## src/rtl/eth_tx_framer.sv

```systemverilog
`default_nettype none
// +----------------------------------------------------------------------------+
// | eth_tx_framer: byte-wide Ethernet TX framer (preamble/SFD, pad, FCS, IFG).  |
// | Optional FCS insertion compiled in with macro ETH_TX_FCS_EN.                |
// | Revision: 1.0                                                               |
// +----------------------------------------------------------------------------+
module eth_tx_framer #(
    parameter int IFG_BYTES   = 12,
    parameter int MIN_PAYLOAD = 60
) (
    input  logic       clk,
    input  logic       rst_n,
    input  logic       s_tvalid,
    output logic       s_tready,
    input  logic [7:0] s_tdata,
    input  logic       s_tlast,
    output logic       tvalid,
    output logic [7:0] tdata,
    output logic       underrun
);

    localparam logic [15:0] c_MIN_LEN  = 16'(MIN_PAYLOAD);
    localparam logic [7:0]  c_IFG_LAST = 8'(IFG_BYTES);
    localparam logic [7:0]  c_PREAMBLE = 8'h55;
    localparam logic [7:0]  c_SFD      = 8'hD5;

    typedef enum logic [2:0] {
        S_IDLE = 3'd0,
        S_PRE  = 3'd1,
        S_DATA = 3'd2,
        S_PAD  = 3'd3,
`ifdef ETH_TX_FCS_EN
        S_FCS  = 3'd4,
`endif
        S_IFG  = 3'd5
    } state_t;

`ifdef ETH_TX_FCS_EN
    localparam state_t c_AFTER_BODY = S_FCS;

    function automatic logic [31:0] crc_byte(input logic [31:0] crc, input logic [7:0] d);
        logic [31:0] r;
        r = crc ^ {24'h0, d};
        for (int i = 0; i < 8; i++) begin
            r = r[0] ? ((r >> 1) ^ 32'hEDB88320) : (r >> 1);
        end
        return r;
    endfunction

    logic [31:0] crc_q, crc_d;
    logic [1:0]  fcs_idx_q, fcs_idx_d;
    logic [31:0] w_fcs;
    assign w_fcs = ~crc_q;
`else
    localparam state_t c_AFTER_BODY = S_IFG;
`endif

    state_t      state_q, state_d;
    logic [2:0]  pre_cnt_q, pre_cnt_d;
    logic [7:0]  ifg_cnt_q, ifg_cnt_d;
    logic [15:0] byte_cnt_q, byte_cnt_d;
    logic        tvalid_q, tvalid_d;
    logic [7:0]  tdata_q, tdata_d;
    logic        underrun_q, underrun_d;
    logic [15:0] w_byte_cnt_inc;

    assign w_byte_cnt_inc = (byte_cnt_q == 16'hFFFF) ? byte_cnt_q : byte_cnt_q + 16'd1;

    // Output registers are loaded one cycle ahead of the state that owns them,
    // so the first 0x55 is produced by the IDLE/IFG cycle that launches a frame.
    always_comb begin
        state_d    = state_q;
        pre_cnt_d  = pre_cnt_q;
        ifg_cnt_d  = ifg_cnt_q;
        byte_cnt_d = byte_cnt_q;
        tvalid_d   = 1'b0;
        tdata_d    = 8'h00;
        underrun_d = 1'b0;
`ifdef ETH_TX_FCS_EN
        crc_d      = crc_q;
        fcs_idx_d  = fcs_idx_q;
`endif
        case (state_q)
            S_IDLE, S_IFG: begin
                if (state_q == S_IFG && ifg_cnt_q != c_IFG_LAST) begin
                    ifg_cnt_d = ifg_cnt_q + 8'd1;
                end else if (s_tvalid) begin
                    state_d    = S_PRE;
                    tvalid_d   = 1'b1;
                    tdata_d    = c_PREAMBLE;
                    pre_cnt_d  = 3'd0;
                    byte_cnt_d = 16'd0;
`ifdef ETH_TX_FCS_EN
                    crc_d      = 32'hFFFFFFFF;
`endif
                end else begin
                    state_d = S_IDLE;
                end
            end
            S_PRE: begin
                tvalid_d  = 1'b1;
                pre_cnt_d = pre_cnt_q + 3'd1;
                if (pre_cnt_q == 3'd6) begin
                    tdata_d = c_SFD;
                    state_d = S_DATA;
                end else begin
                    tdata_d = c_PREAMBLE;
                end
            end
            S_DATA: begin
                if (s_tvalid) begin
                    tvalid_d   = 1'b1;
                    tdata_d    = s_tdata;
                    byte_cnt_d = w_byte_cnt_inc;
`ifdef ETH_TX_FCS_EN
                    crc_d      = crc_byte(crc_q, s_tdata);
                    fcs_idx_d  = 2'd0;
`endif
                    if (s_tlast) begin
                        ifg_cnt_d = 8'd0;
                        state_d   = (w_byte_cnt_inc < c_MIN_LEN) ? S_PAD : c_AFTER_BODY;
                    end
                end else begin
                    // Underrun: tvalid already low next cycle, so IFG starts one count in
                    underrun_d = 1'b1;
                    ifg_cnt_d  = 8'd1;
                    state_d    = S_IFG;
                end
            end
            S_PAD: begin
                tvalid_d   = 1'b1;
                byte_cnt_d = w_byte_cnt_inc;
`ifdef ETH_TX_FCS_EN
                crc_d      = crc_byte(crc_q, 8'h00);
                fcs_idx_d  = 2'd0;
`endif
                if (w_byte_cnt_inc >= c_MIN_LEN) begin
                    ifg_cnt_d = 8'd0;
                    state_d   = c_AFTER_BODY;
                end
            end
`ifdef ETH_TX_FCS_EN
            S_FCS: begin
                tvalid_d  = 1'b1;
                tdata_d   = w_fcs[{fcs_idx_q, 3'b000} +: 8];
                fcs_idx_d = fcs_idx_q + 2'd1;
                if (fcs_idx_q == 2'd3) begin
                    ifg_cnt_d = 8'd0;
                    state_d   = S_IFG;
                end
            end
`endif
            default: state_d = S_IDLE;
        endcase
    end

    always_ff @(posedge clk or negedge rst_n) begin
        if (!rst_n) begin
            state_q    <= S_IDLE;
            pre_cnt_q  <= 3'd0;
            ifg_cnt_q  <= 8'd0;
            byte_cnt_q <= 16'd0;
            tvalid_q   <= 1'b0;
            tdata_q    <= 8'h00;
            underrun_q <= 1'b0;
`ifdef ETH_TX_FCS_EN
            crc_q      <= 32'hFFFFFFFF;
            fcs_idx_q  <= 2'd0;
`endif
        end else begin
            state_q    <= state_d;
            pre_cnt_q  <= pre_cnt_d;
            ifg_cnt_q  <= ifg_cnt_d;
            byte_cnt_q <= byte_cnt_d;
            tvalid_q   <= tvalid_d;
            tdata_q    <= tdata_d;
            underrun_q <= underrun_d;
`ifdef ETH_TX_FCS_EN
            crc_q      <= crc_d;
            fcs_idx_q  <= fcs_idx_d;
`endif
        end
    end

    assign s_tready = (state_q == S_DATA);
    assign tvalid   = tvalid_q;
    assign tdata    = tdata_q;
    assign underrun = underrun_q;

endmodule
`default_nettype wire

```

## config.mk

```make
export PLATFORM = sky130hd
export DESIGN_NAME = eth_tx_framer
export DESIGN_NICKNAME = d
export VERILOG_FILES = /design/src/rtl/eth_tx_framer.sv
export SDC_FILE = /design/constraint.sdc
export NUM_CORES = 1
export LEC_CHECK = 0
export CAP_MARGIN = 20
export CORE_UTILIZATION = 60
export DETAILED_ROUTE_END_ITERATION = 8
export PLACE_DENSITY = 0.83
export SLEW_MARGIN = 20
export SYNTH_ARGS = -nofsm -noshare
export SYNTH_HDL_FRONTEND = slang
export SYNTH_SLANG_ARGS = --single-unit
```

## constraint.sdc

```tcl
create_clock -name clk -period 4.2 [get_ports clk]
set_clock_uncertainty 0.15 [all_clocks]
set_input_delay 0.63 -clock clk [delete_from_list [all_inputs] [get_ports clk]]
set_output_delay 0.63 -clock clk [all_outputs]
set_load 0.02 [all_outputs]
```

==> results of run 1 <==
-- layout make-up --
cell class | count | share of cell area
multi-input cells | 229 | 0.494
flip-flops and latches | 40 | 0.354
repair buffers | 23 | 0.0787
clock buffers | 7 | 0.0340
well taps | 50 | 0.0221
clock inverters | 1 | 0.0106
inverters | 5 | 0.00663
-- Yosys cell counts, drive strengths merged, types with 2 or more instances --
cell | n | area, um2
a21o | 2 | 15.0
a21oi | 28 | 148
a22o | 2 | 17.5
a31o | 2 | 17.5
a31oi | 7 | 43.8
a41oi | 3 | 26.3
and2 | 2 | 12.5
and3 | 7 | 45.1
and4 | 3 | 27.5
buf | 11 | 55.1
clkbuf | 10 | 38.8
dfrtp | 40 | 1000
ha | 5 | 62.6
inv | 5 | 18.8
nand2 | 34 | 128
nand3 | 18 | 95.1
nand3b | 2 | 15.0
nand4 | 9 | 101
nor2 | 34 | 128
nor2b | 2 | 12.5
nor3 | 6 | 30.0
nor4 | 4 | 40.0
o2111ai | 2 | 23.8
o21a | 3 | 22.5
o21ai | 20 | 100
o22a | 2 | 17.5
o22ai | 2 | 12.5
o311ai | 2 | 17.5
o31ai | 4 | 35.0
or4 | 4 | 30.0
xnor2 | 6 | 52.6
xor2 | 4 | 35.0
-- through the flow --
| stage | hold WS, ns | setup slack (ns) | util |
|---|---|---|---|
| finish | 0.306 | 1.14 | 0.708 |
| floorplan | 0.184 | 1.94 | - |
| detailed placement | 0.379 | 1.33 | 0.676 |
| global route | 0.367 | 1.02 | 0.708 |
| global placement | 0.356 | 1.41 | 0.676 |
| CTS | 0.331 | 1.18 | 0.708 |
-- worst max path at each step --
stage / end / slack, ns / cells after the start
final: s_tready / 1.14 / 3
after global routing: s_tready / 1.02 / 3
after CTS: s_tready / 1.18 / 3
after detailed placement: byte_cnt_q[1] / 1.33 / 7
after global placement: byte_cnt_q[1] / 1.41 / 7
after floorplan: ifg_cnt_q[0] / 1.94 / 8
-- power by group through the flow --
stage	Clock, mW	Combinational, mW	Sequential, mW
2_1_floorplan	0	0.402	0.573
3_3_place_gp	0	0.547	0.582
3_5_place_dp	0	0.564	0.585
4_1_cts	0.347	0.566	0.580
5_1_grt	0.363	0.642	0.595
6_report	0.340	0.568	0.580
-- worst max-delay path, cell delays in order (launching register included) --
cell and delay, ns:
dfrtp_1 0.48, nand2b_1 0.49, nor2_1 0.36, clkdlybuf4s50_1 0.66
-- registers in the layout, summed over array words and instances, names as in the netlist --
register / count
byte_cnt_q: 16
ifg_cnt_q: 8
pre_cnt_q: 3
state_q: 3
tdata: 8
tvalid: 1
underrun: 1
-- metal layers --
layer  vias up  global-route usage
li1       1099                   -
met1      1059               0.352
met2        61               0.480
met3        11              0.0565
met4         0               0.101
met5         -                   0
-- logic make-up after synthesis --
kind of cell	Yosys count
simple gates	130
compound gates	83
flops	40
buf+inv	26
xor+xnor	10
fa+ha+maj	5
mux	1
==> summary.md, run 1 <==
| Metric | Value |
|---|---|
| Outcome | `complete, no violations` |
| Post-synthesis mux area share | `0.00398` |
| Fin. max-slew vios | `0` |
| Area Growth Syn to Fin | `12.6%` |
| Reg2Reg Depth | `7` |
| Placeable Area | `~4000 um2` |
| CTS tree | `done` |
| Post-CTS setup buffer count | `0` |
| Pint | `0.914 mW` |
| Worst-Margin Slew | `0.888 ns` |
| Area share of and/or/nand/nor cells after synthesis | `0.280` |
| Syn_area_per_cell | `between 8 and 9 um2` |
| Largest net degree at the start of global routing | `41` |
| Port bufs | `22` |
| Final Setup Violations | `0` |
| Detailed Route WL | `5.52 mm` |
| Final net count | `~320` |
| Commonest non-fill, non-tap cell in the layout | `dfrtp_1` |
| Clock slew at reported path FFs | `0.08 ns` |
| Logic pwr share | `0.381` |
| Post-CTS Resized | `0` |
| Setup slack, reg-to-reg | `1.58 ns` |
| Row count | `23` |
| Post-synth EDFFs | `0` |
| Sequential power share | `0.390` |
| Min cycle time layout | `3.06 ns` |
| Cell count after synthesis | `295` |
| Clock tree buffer depth | `2` |
| Critical R2R Capture | `ifg_cnt_q[2]` |
| Hold-fix buffers, CTS | `0` |
| Initial antenna violation count | `0` |
| Layout Cells excl Fill | `355` |
| Largest family of logic cells by synthesized area | `simple AND/OR/NAND/NOR gates` |
| Syn Std Cell Area | `2510 um2` |
| CTS Buf Count | `5` |
| Share of layout cells above drive strength 1 | `0.0787` |
| Via count | `2230` |
| Hpwl dp | `about 3.9 mm` |
| CP required | `3.42 ns` |
| Die Area | `4450 um2` |
| Synth cell types | `52` |
| Top sig layer | `met4` |
| Die height | `roughly 67 um` |
| Period utilization | `0.729` |
| Met3 wire len | `251 um` |
| Starting Density | `0.628` |
| Yosys reg bits | `40` |
| First DRT Iteration DRCs | `148` |
| Total gr overflow | `0` |
| Avg WL per Cell | `15.5 um` |
| Die X | `66.7 um` |
| Finished Cell Area | `2830 um2` |
| Routed wl met2 | `about 2.7 mm` |
| Startpoint Class | `register` |
| Io pins | `23` |
| Max capacitance violation total | `0` |
| Gpl congestion | `0.875` |
| FF+latch area | `1000 um2` |
| Initial DRT Pass Iterations | `4` |
| Crit path kind | `register to output pin` |
| Async SR Flop Fraction | `1.00` |
| Slew HR | `0.408` |
| Fmax | `327 MHz` |
| Most frequent cells in the layout | `dfrtp_1 (40), nor2_1 (34), nand2_1 (34), a21oi_1 (26), clkdlybuf4s50_1 (21)` |
| Net Sw Frac | `0.385` |
| Setup TNS | `0 ns` |
| CTS Sinks | `40` |
| Antenna cells | `0` |
| Placed Area | `about 2700 um2` |
| Worst-Skew Late Latency | `0.29 ns` |
| Number of vias per cell | `6.28` |
| Clk pwr share | `0.229` |
| Layout fillers | `305` |
| Multi-input logic area | `around 1400 um2` |
| Post-Synth XOR/XNOR Area | `0.0349` |
| CP arrival | `2.28 ns` |
| Net Sw Power | `0.574 mW` |
| Final ANT Viol Nets | `0` |
| Drt drc | `0` |
| Wl on met1 | `2.44 mm` |
| Compound-Gate Fraction of Synth Area | `0.213` |
| RSZ-0062 raised after global routing | `no` |
| Worst flop-to-flop path startpoint | `byte_cnt_q[0]` |
| Adder and majority cell fraction of the synthesized area | `0.0249` |
| Placed instance count | `347` |
| Top FF cell, synth | `dfrtp_1` |
| Vias in the first global route | `2102` |
| Lkg Pwr | `1.18 nW` |
| Power Density | `526 nW/um2` |
| CP Launch Point | `state_q[2]` |
| CTS Root Cell | `clkbuf_8` |
| Crit-path max FO | `16` |
| Crit end category | `output pin` |
| Warnings, synthesis | `0` |
| Synthesized Nets | `312` |
| Seq/Total Area, Yosys | `0.398` |
| First-pass GRT wire length | `9.51 mm` |
| Final Power | `1.49 mW` |
| H-Tree Depth | `2` |
| Final hold vios | `0` |
| Peak supply drop | `0.000370 V` |
| GR Util All Layers | `0.283` |
| Worst min path class | `input pin to asynchronous set/reset pin` |
(Power assumes the default switching activity.)
==> run 2: changes to the inputs <==
CORE_UTILIZATION = 57   (was 60)
PLACE_DENSITY = 0.79   (was 0.83)
clock period = 3.19 ns   (was 4.2 ns; I/O delays follow)
==> summary.md, run 2 (synthesized netlist as in run 1, its figures left out) <==
| Metric | Value |
|---|---|
| Most frequent cells in the layout | `dfrtp_1 (40), nor2_1 (34), nand2_1 (34), a21oi_1 (26), clkdlybuf4s50_1 (21)` |
| Critical R2R Capture | `ifg_cnt_q[2]` |
| Setup TNS | `0 ns (unchanged)` |
| Worst min path class | `input pin to asynchronous set/reset pin` |
| Layout fillers | `338 (+11%)` |
| CTS Sinks | `40 (unchanged)` |
| Port bufs | `22 (unchanged)` |
| Period utilization | `0.807` |
| Finished Cell Area | `2820 um2 (-0.22%)` |
| Antenna cells | `0 (unchanged)` |
| Min cycle time layout | `2.58 ns` |
| GR Util All Layers | `0.275 (-0.00749)` |
| Layout Utilization | `0.686 (-0.0213)` |
| Area Growth Syn to Fin | `12.4%` |
| Hpwl dp | `3.98 mm (+2.9%)` |
| Clk pwr share | `0.183 (-0.046)` |
| CP required | `3.21 ns (-0.21 ns)` |
| Initial antenna violation count | `0 (unchanged)` |
| Net Sw Frac | `0.403 (+0.0171)` |
| Peak supply drop | `0.000310 V (-16%)` |
| Max capacitance violation total | `0 (unchanged)` |
| Startpoint Class | `register` |
| Post-CTS setup buffer count | `0 (unchanged)` |
| Via count | `2233 (+0.13%)` |
| Worst-Margin Slew | `0.878 ns (-0.00934 ns)` |
| Final ANT Viol Nets | `0 (unchanged)` |
| H-Tree Depth | `2 (unchanged)` |
| Clock tree buffer depth | `2 (unchanged)` |
| Clock slew at reported path FFs | `0.07 ns (about the same)` |
| Placeable Area | `4120 um2 (+2.9%)` |
| Final Setup Violations | `0 (unchanged)` |
| Setup slack, reg-to-reg | `0.61 ns (-0.97 ns)` |
| CTS tree | `done` |
| Die X | `68.4 um (+2.5%)` |
| Final hold vios | `0 (unchanged)` |
| Initial DRT Pass Iterations | `5 (+1)` |
| Detailed Route WL | `5.59 mm (+1.3%)` |
| Fin. max-slew vios | `0 (unchanged)` |
| First-pass GRT wire length | `9.49 mm (-0.22%)` |
| Net Sw Power | `0.763 mW (+33%)` |
| Crit end category | `register` |
| Vias in the first global route | `2061 (-2.0%)` |
| Final net count | `325 (+1.2%)` |
| WHS | `0.152 ns (-0.153 ns)` |
| Slew HR | `0.414 (+0.00623)` |
| CTS Root Cell | `clkbuf_8` |
| Row count | `23 (unchanged)` |
| Drt drc | `0 (unchanged)` |
| Reg2Reg Depth | `7 (unchanged)` |
| Post-CTS Resized | `0 (unchanged)` |
| Crit-path max FO | `9 (-7)` |
| CP arrival | `2.60 ns (+0.32 ns)` |
| Share of layout cells above drive strength 1 | `0.0841 (+0.00545)` |
| Fmax | `388 MHz` |
| Gpl congestion | `0.861 (-1.6%)` |
| First DRT Iteration DRCs | `199 (+34%)` |
| Largest net degree at the start of global routing | `41 (unchanged)` |
| Die height | `68.4 um (+2.5%)` |
| Hold-fix buffers, CTS | `0 (unchanged)` |
| Sequential power share | `0.405 (+0.015)` |
| Max reg flops | `16 (unchanged)` |
| Avg WL per Cell | `15.6 um (+0.16%)` |
| Die Area | `4680 um2 (+5.1%)` |
| Lkg Pwr | `1.18 nW (about the same)` |
| Placed Area | `2730 um2 (+1.1%)` |
| Logic pwr share | `0.413 (+0.032)` |
| Worst-Skew Late Latency | `0.29 ns (about the same)` |
| Total gr overflow | `0 (unchanged)` |
| Pint | `1.13 mW (+24%)` |
| CTS Buf Count | `5 (unchanged)` |
| Starting Density | `0.611 (-0.0176)` |
| RSZ-0062 raised after global routing | `no` |
| Io pins | `23 (unchanged)` |
| Number of vias per cell | `6.22 (-0.98%)` |
| Power Density | `671 nW/um2 (+28%)` |
| Outcome | `complete, no violations` |
| Crit path kind | `register to register` |
| Worst flop-to-flop path startpoint | `byte_cnt_q[0]` |
| Most flops, register | `byte_cnt_q` |
| Commonest non-fill, non-tap cell in the layout | `dfrtp_1` |
run 2: changes by cell type in the layout (fill, tap and decap cells not counted), sizes merged:
cell	delta
bufinv	-1
buf	+4
clkbuf	+1
run 2: worst max-delay path by stage:
stage,endpoint,slack [ns],cells past startpoint,from
after CTS,ifg_cnt_q[3],0.61,7,byte_cnt_q[0]
after global routing,ifg_cnt_q[2],0.35,7,byte_cnt_q[0]
after global placement,ifg_cnt_q[2],0.65,7,byte_cnt_q[0]
after floorplan,ifg_cnt_q[0],0.93,8,byte_cnt_q[0]
final,ifg_cnt_q[2],0.61,7,byte_cnt_q[0]
after detailed placement,ifg_cnt_q[2],0.63,7,byte_cnt_q[0]
run 2: cell type report:
cell class	instances	area (um2)	area share
clock buffers	8	90.1	0.0319
multi-input cells	229	1400	0.495
repair buffers	27	253	0.0895
inverters	5	18.8	0.00665
well taps	50	62.6	0.0222
flip-flops and latches	40	1000	0.354
run 2: routing by layer:
| layer | global-route usage | vias to the layer above | part of all wire |
|---|---|---|---|
| li1 | - | 1104 | - |
| met1 | 0.340 | 1073 | 0.44 |
| met2 | 0.473 | 50 | 0.49 |
| met3 | 0.0600 | 6 | 0.050 |
| met4 | 0.0859 | 0 | 0.011 |
| met5 | 0 | - | 0 |
run 2: stage by stage:
stage	std cells	worst slack [ns]	power, mW
6_report	359	0.614	1.89
5_1_grt	359	0.349	2.04
4_1_cts	359	0.609	1.90
3_5_place_dp	351	0.628	1.56
3_3_place_gp	351	0.650	1.52
2_1_floorplan	295	0.927	1.28
run 2: worst max-delay path, stage by stage (launching register included):
cell and delay, ns:
dfrtp_1 0.50, ha_1 0.34, nand3_2 0.20, or4_1 0.65
a21oi_2 0.19, o31ai_2 0.13, o2111ai_2 0.16, o31ai_1 0.12
run 2: power by group through the flow:
| stage | combinational [mW] | sequential, mW | clock [mW] |
|---|---|---|---|
| 6_report | 0.782 | 0.767 | 0.346 |
| 3_3_place_gp | 0.759 | 0.766 | 0 |
| 2_1_floorplan | 0.529 | 0.755 | 0 |
| 4_1_cts | 0.784 | 0.765 | 0.353 |
| 3_5_place_dp | 0.783 | 0.774 | 0 |
| 5_1_grt | 0.869 | 0.787 | 0.381 |
==> run 3: changes to the inputs <==
CORE_UTILIZATION = 52   (was 57)
PLACE_DENSITY = 0.76   (was 0.79)
clock period = 2.35 ns   (was 3.19 ns; I/O delays follow)
==> summary.md, run 3 (synthesized netlist as in run 1, its figures left out) <==
| Metric | Value |
|---|---|
| Vias in the first global route | `2288 (+11%)` |
| GR Util All Layers | `0.262 (-0.0128)` |
| CTS Sinks | `40 (unchanged)` |
| Share of layout cells above drive strength 1 | `0.195 (+0.111)` |
| Total gr overflow | `0 (unchanged)` |
| Crit-path leading delay family | `compound AO/OA/AOI/OAI gates` |
| CP max-delay cell | `dfrtp_1` |
| Drt drc | `0 (unchanged)` |
| Pre-CTS WS | `0.0918 ns (-0.537 ns)` |
| H-Tree Depth | `2 (unchanged)` |
| Critical path cell sequence | `ha_1, and3_1, buf_4, a211oi_1, a31o_2, nand4_4, a31oi_1` |
| Gpl congestion | `0.924 (+7.3%)` |
| RSZ-0062 raised after global routing | `no` |
| CTS Root Cell | `clkbuf_8` |
| Placed Area | `2950 um2 (+8.1%)` |
| Max capacitance violation total | `0 (unchanged)` |
| Max reg flops | `16 (unchanged)` |
| Startpoint Class | `register` |
| Die X | `71.5 um (+4.6%)` |
| Crit path buf inv count | `1 (+1)` |
| Area Growth Syn to Fin | `25.5%` |
| Detailed Route WL | `6.19 mm (+11%)` |
| CTS tree | `done` |
| Worst flop-to-flop path startpoint | `byte_cnt_q[0]` |
| Finished Cell Area | `3150 um2 (+12%)` |
| Initial DRT Pass Iterations | `5 (unchanged)` |
| Port bufs | `22 (unchanged)` |
| Io pins | `23 (unchanged)` |
| Period utilization | `0.933 (+0.125)` |
| Largest net degree at the start of global routing | `19 (-54%)` |
| Number of vias per cell | `6.02 (-3.3%)` |
| First DRT Iteration DRCs | `196 (-1.5%)` |
| Worst-Margin Slew | `0.549 ns (-0.329 ns)` |
| Peak supply drop | `0.000577 V (+86%)` |
| CP required | `2.42 ns (-0.79 ns)` |
| First-pass GRT wire length | `10.5 mm (+11%)` |
| Critical R2R Capture | `ifg_cnt_q[4]` |
| Fmax | `456 MHz (+18%)` |
| Setup slack, reg-to-reg | `0.16 ns (-0.46 ns)` |
| Placeable Area | `4500 um2 (+9.5%)` |
| Die Area | `5110 um2 (+9.3%)` |
| Final net count | `360 (+11%)` |
| Die height | `71.5 um (+4.6%)` |
| Setup WS post-layout | `0.158 ns (-0.456 ns)` |
| Final ANT Viol Nets | `0 (unchanged)` |
| Reg2Reg Depth | `7 (unchanged)` |
| Row count | `24 (+4.3%)` |
| Final Setup Violations | `0 (unchanged)` |
| Most frequent cells in the layout | `dfrtp_1 (39), buf_4 (39), nor2_1 (34), nand2_1 (34), a21oi_1 (25)` |
| Lkg Pwr | `1.39 nW (+18%)` |
| Clock slew at reported path FFs | `0.09 ns (+0.02 ns)` |
| Setup TNS | `0 ns (unchanged)` |
| Outcome | `complete, no violations` |
| Fin. max-slew vios | `0 (unchanged)` |
| Initial antenna violation count | `0 (unchanged)` |
| Worst-Skew Late Latency | `0.29 ns (about the same)` |
| CP arrival | `2.26 ns (-0.34 ns)` |
| Crit end category | `register` |
| Crit-path max FO | `5 (-4)` |
| CTS Buf Count | `5 (unchanged)` |
| Slew HR | `0.634 (+0.219)` |
| Hpwl dp | `4.42 mm (+11%)` |
| Min cycle time layout | `2.19 ns (-0.384 ns)` |
| Worst min path class | `input pin to asynchronous set/reset pin` |
| Starting Density | `0.558 (-0.0527)` |
| Final hold vios | `0 (unchanged)` |
| Crit path kind | `register to register` |
| Power Density | `904 nW/um2 (+35%)` |
| Via count | `2383 (+6.7%)` |
| CP max stage delay | `0.39 ns (-0.26 ns)` |
| Most flops, register | `byte_cnt_q` |
| Clock tree buffer depth | `2 (unchanged)` |
| Avg WL per Cell | `15.6 um (+0.45%)` |
| Antenna cells | `0 (unchanged)` |
==> run 3: worst max path at each step <==
stage	startpoint	end	slack [ns]	cells after the start
after floorplan	byte_cnt_q[0]	ifg_cnt_q[0]	0.09	8
after global placement	ifg_cnt_q[1]	ifg_cnt_q[7]	0.15	8
after detailed placement	ifg_cnt_q[1]	ifg_cnt_q[7]	0.09	8
after CTS	ifg_cnt_q[1]	ifg_cnt_q[7]	0.07	8
after global routing	byte_cnt_q[0]	ifg_cnt_q[4]	0.02	7
final	byte_cnt_q[0]	ifg_cnt_q[4]	0.16	7
==> run 3: power breakdown <==
part / total (mW) / switching [mW] / internal (mW) / leakage (nW)
clock network: 0.602 / 0.254 / 0.348 / 0.0614
registers: 1.00 / 0.158 / 0.847 / 0.511
logic: 1.24 / 0.707 / 0.538 / 0.815
total: 2.85 / 1.12 / 1.73 / 1.39
==> run 3: per-stage QoR <==
| stage | instances | power [mW] | util | hold slack (ns) |
|---|---|---|---|---|
| 2_1_floorplan | 295 | 1.74 | - | -0.0931 |
| 3_3_place_gp | 382 | 2.18 | 0.656 | 0.0587 |
| 3_5_place_dp | 382 | 2.22 | 0.656 | 0.0621 |
| 4_1_cts | 391 | 2.82 | 0.685 | 0.277 |
| 5_1_grt | 396 | 3.04 | 0.700 | 0.289 |
| 6_report | 396 | 2.85 | 0.700 | 0.269 |
==> run 3: what timing repair did <==
item                                   CTS  global route
hold buffers                             1             0
endpoints found under the hold margin    7             0
resized for setup                        0             8
setup endpoints to repair                0             6
buffers inserted                         0             5
==> run 3: final cells by class <==
cell class / count / area [um2]
clock buffer: 6 / 82.6
clock inverter: 2 / 38.8
fill: 346 / 1350
inverter: 5 / 18.8
multi-input combinational: 229 / 1430
sequential: 40 / 1000
tap: 52 / 65.1
timing repair buffer: 62 / 520
==> run 3: metal layers <==
layer / share of wire / GRT usage
met5: 0 / 0
met4: 0.0087 / 0.0828
met3: 0.061 / 0.0534
met2: 0.50 / 0.452
met1: 0.43 / 0.333
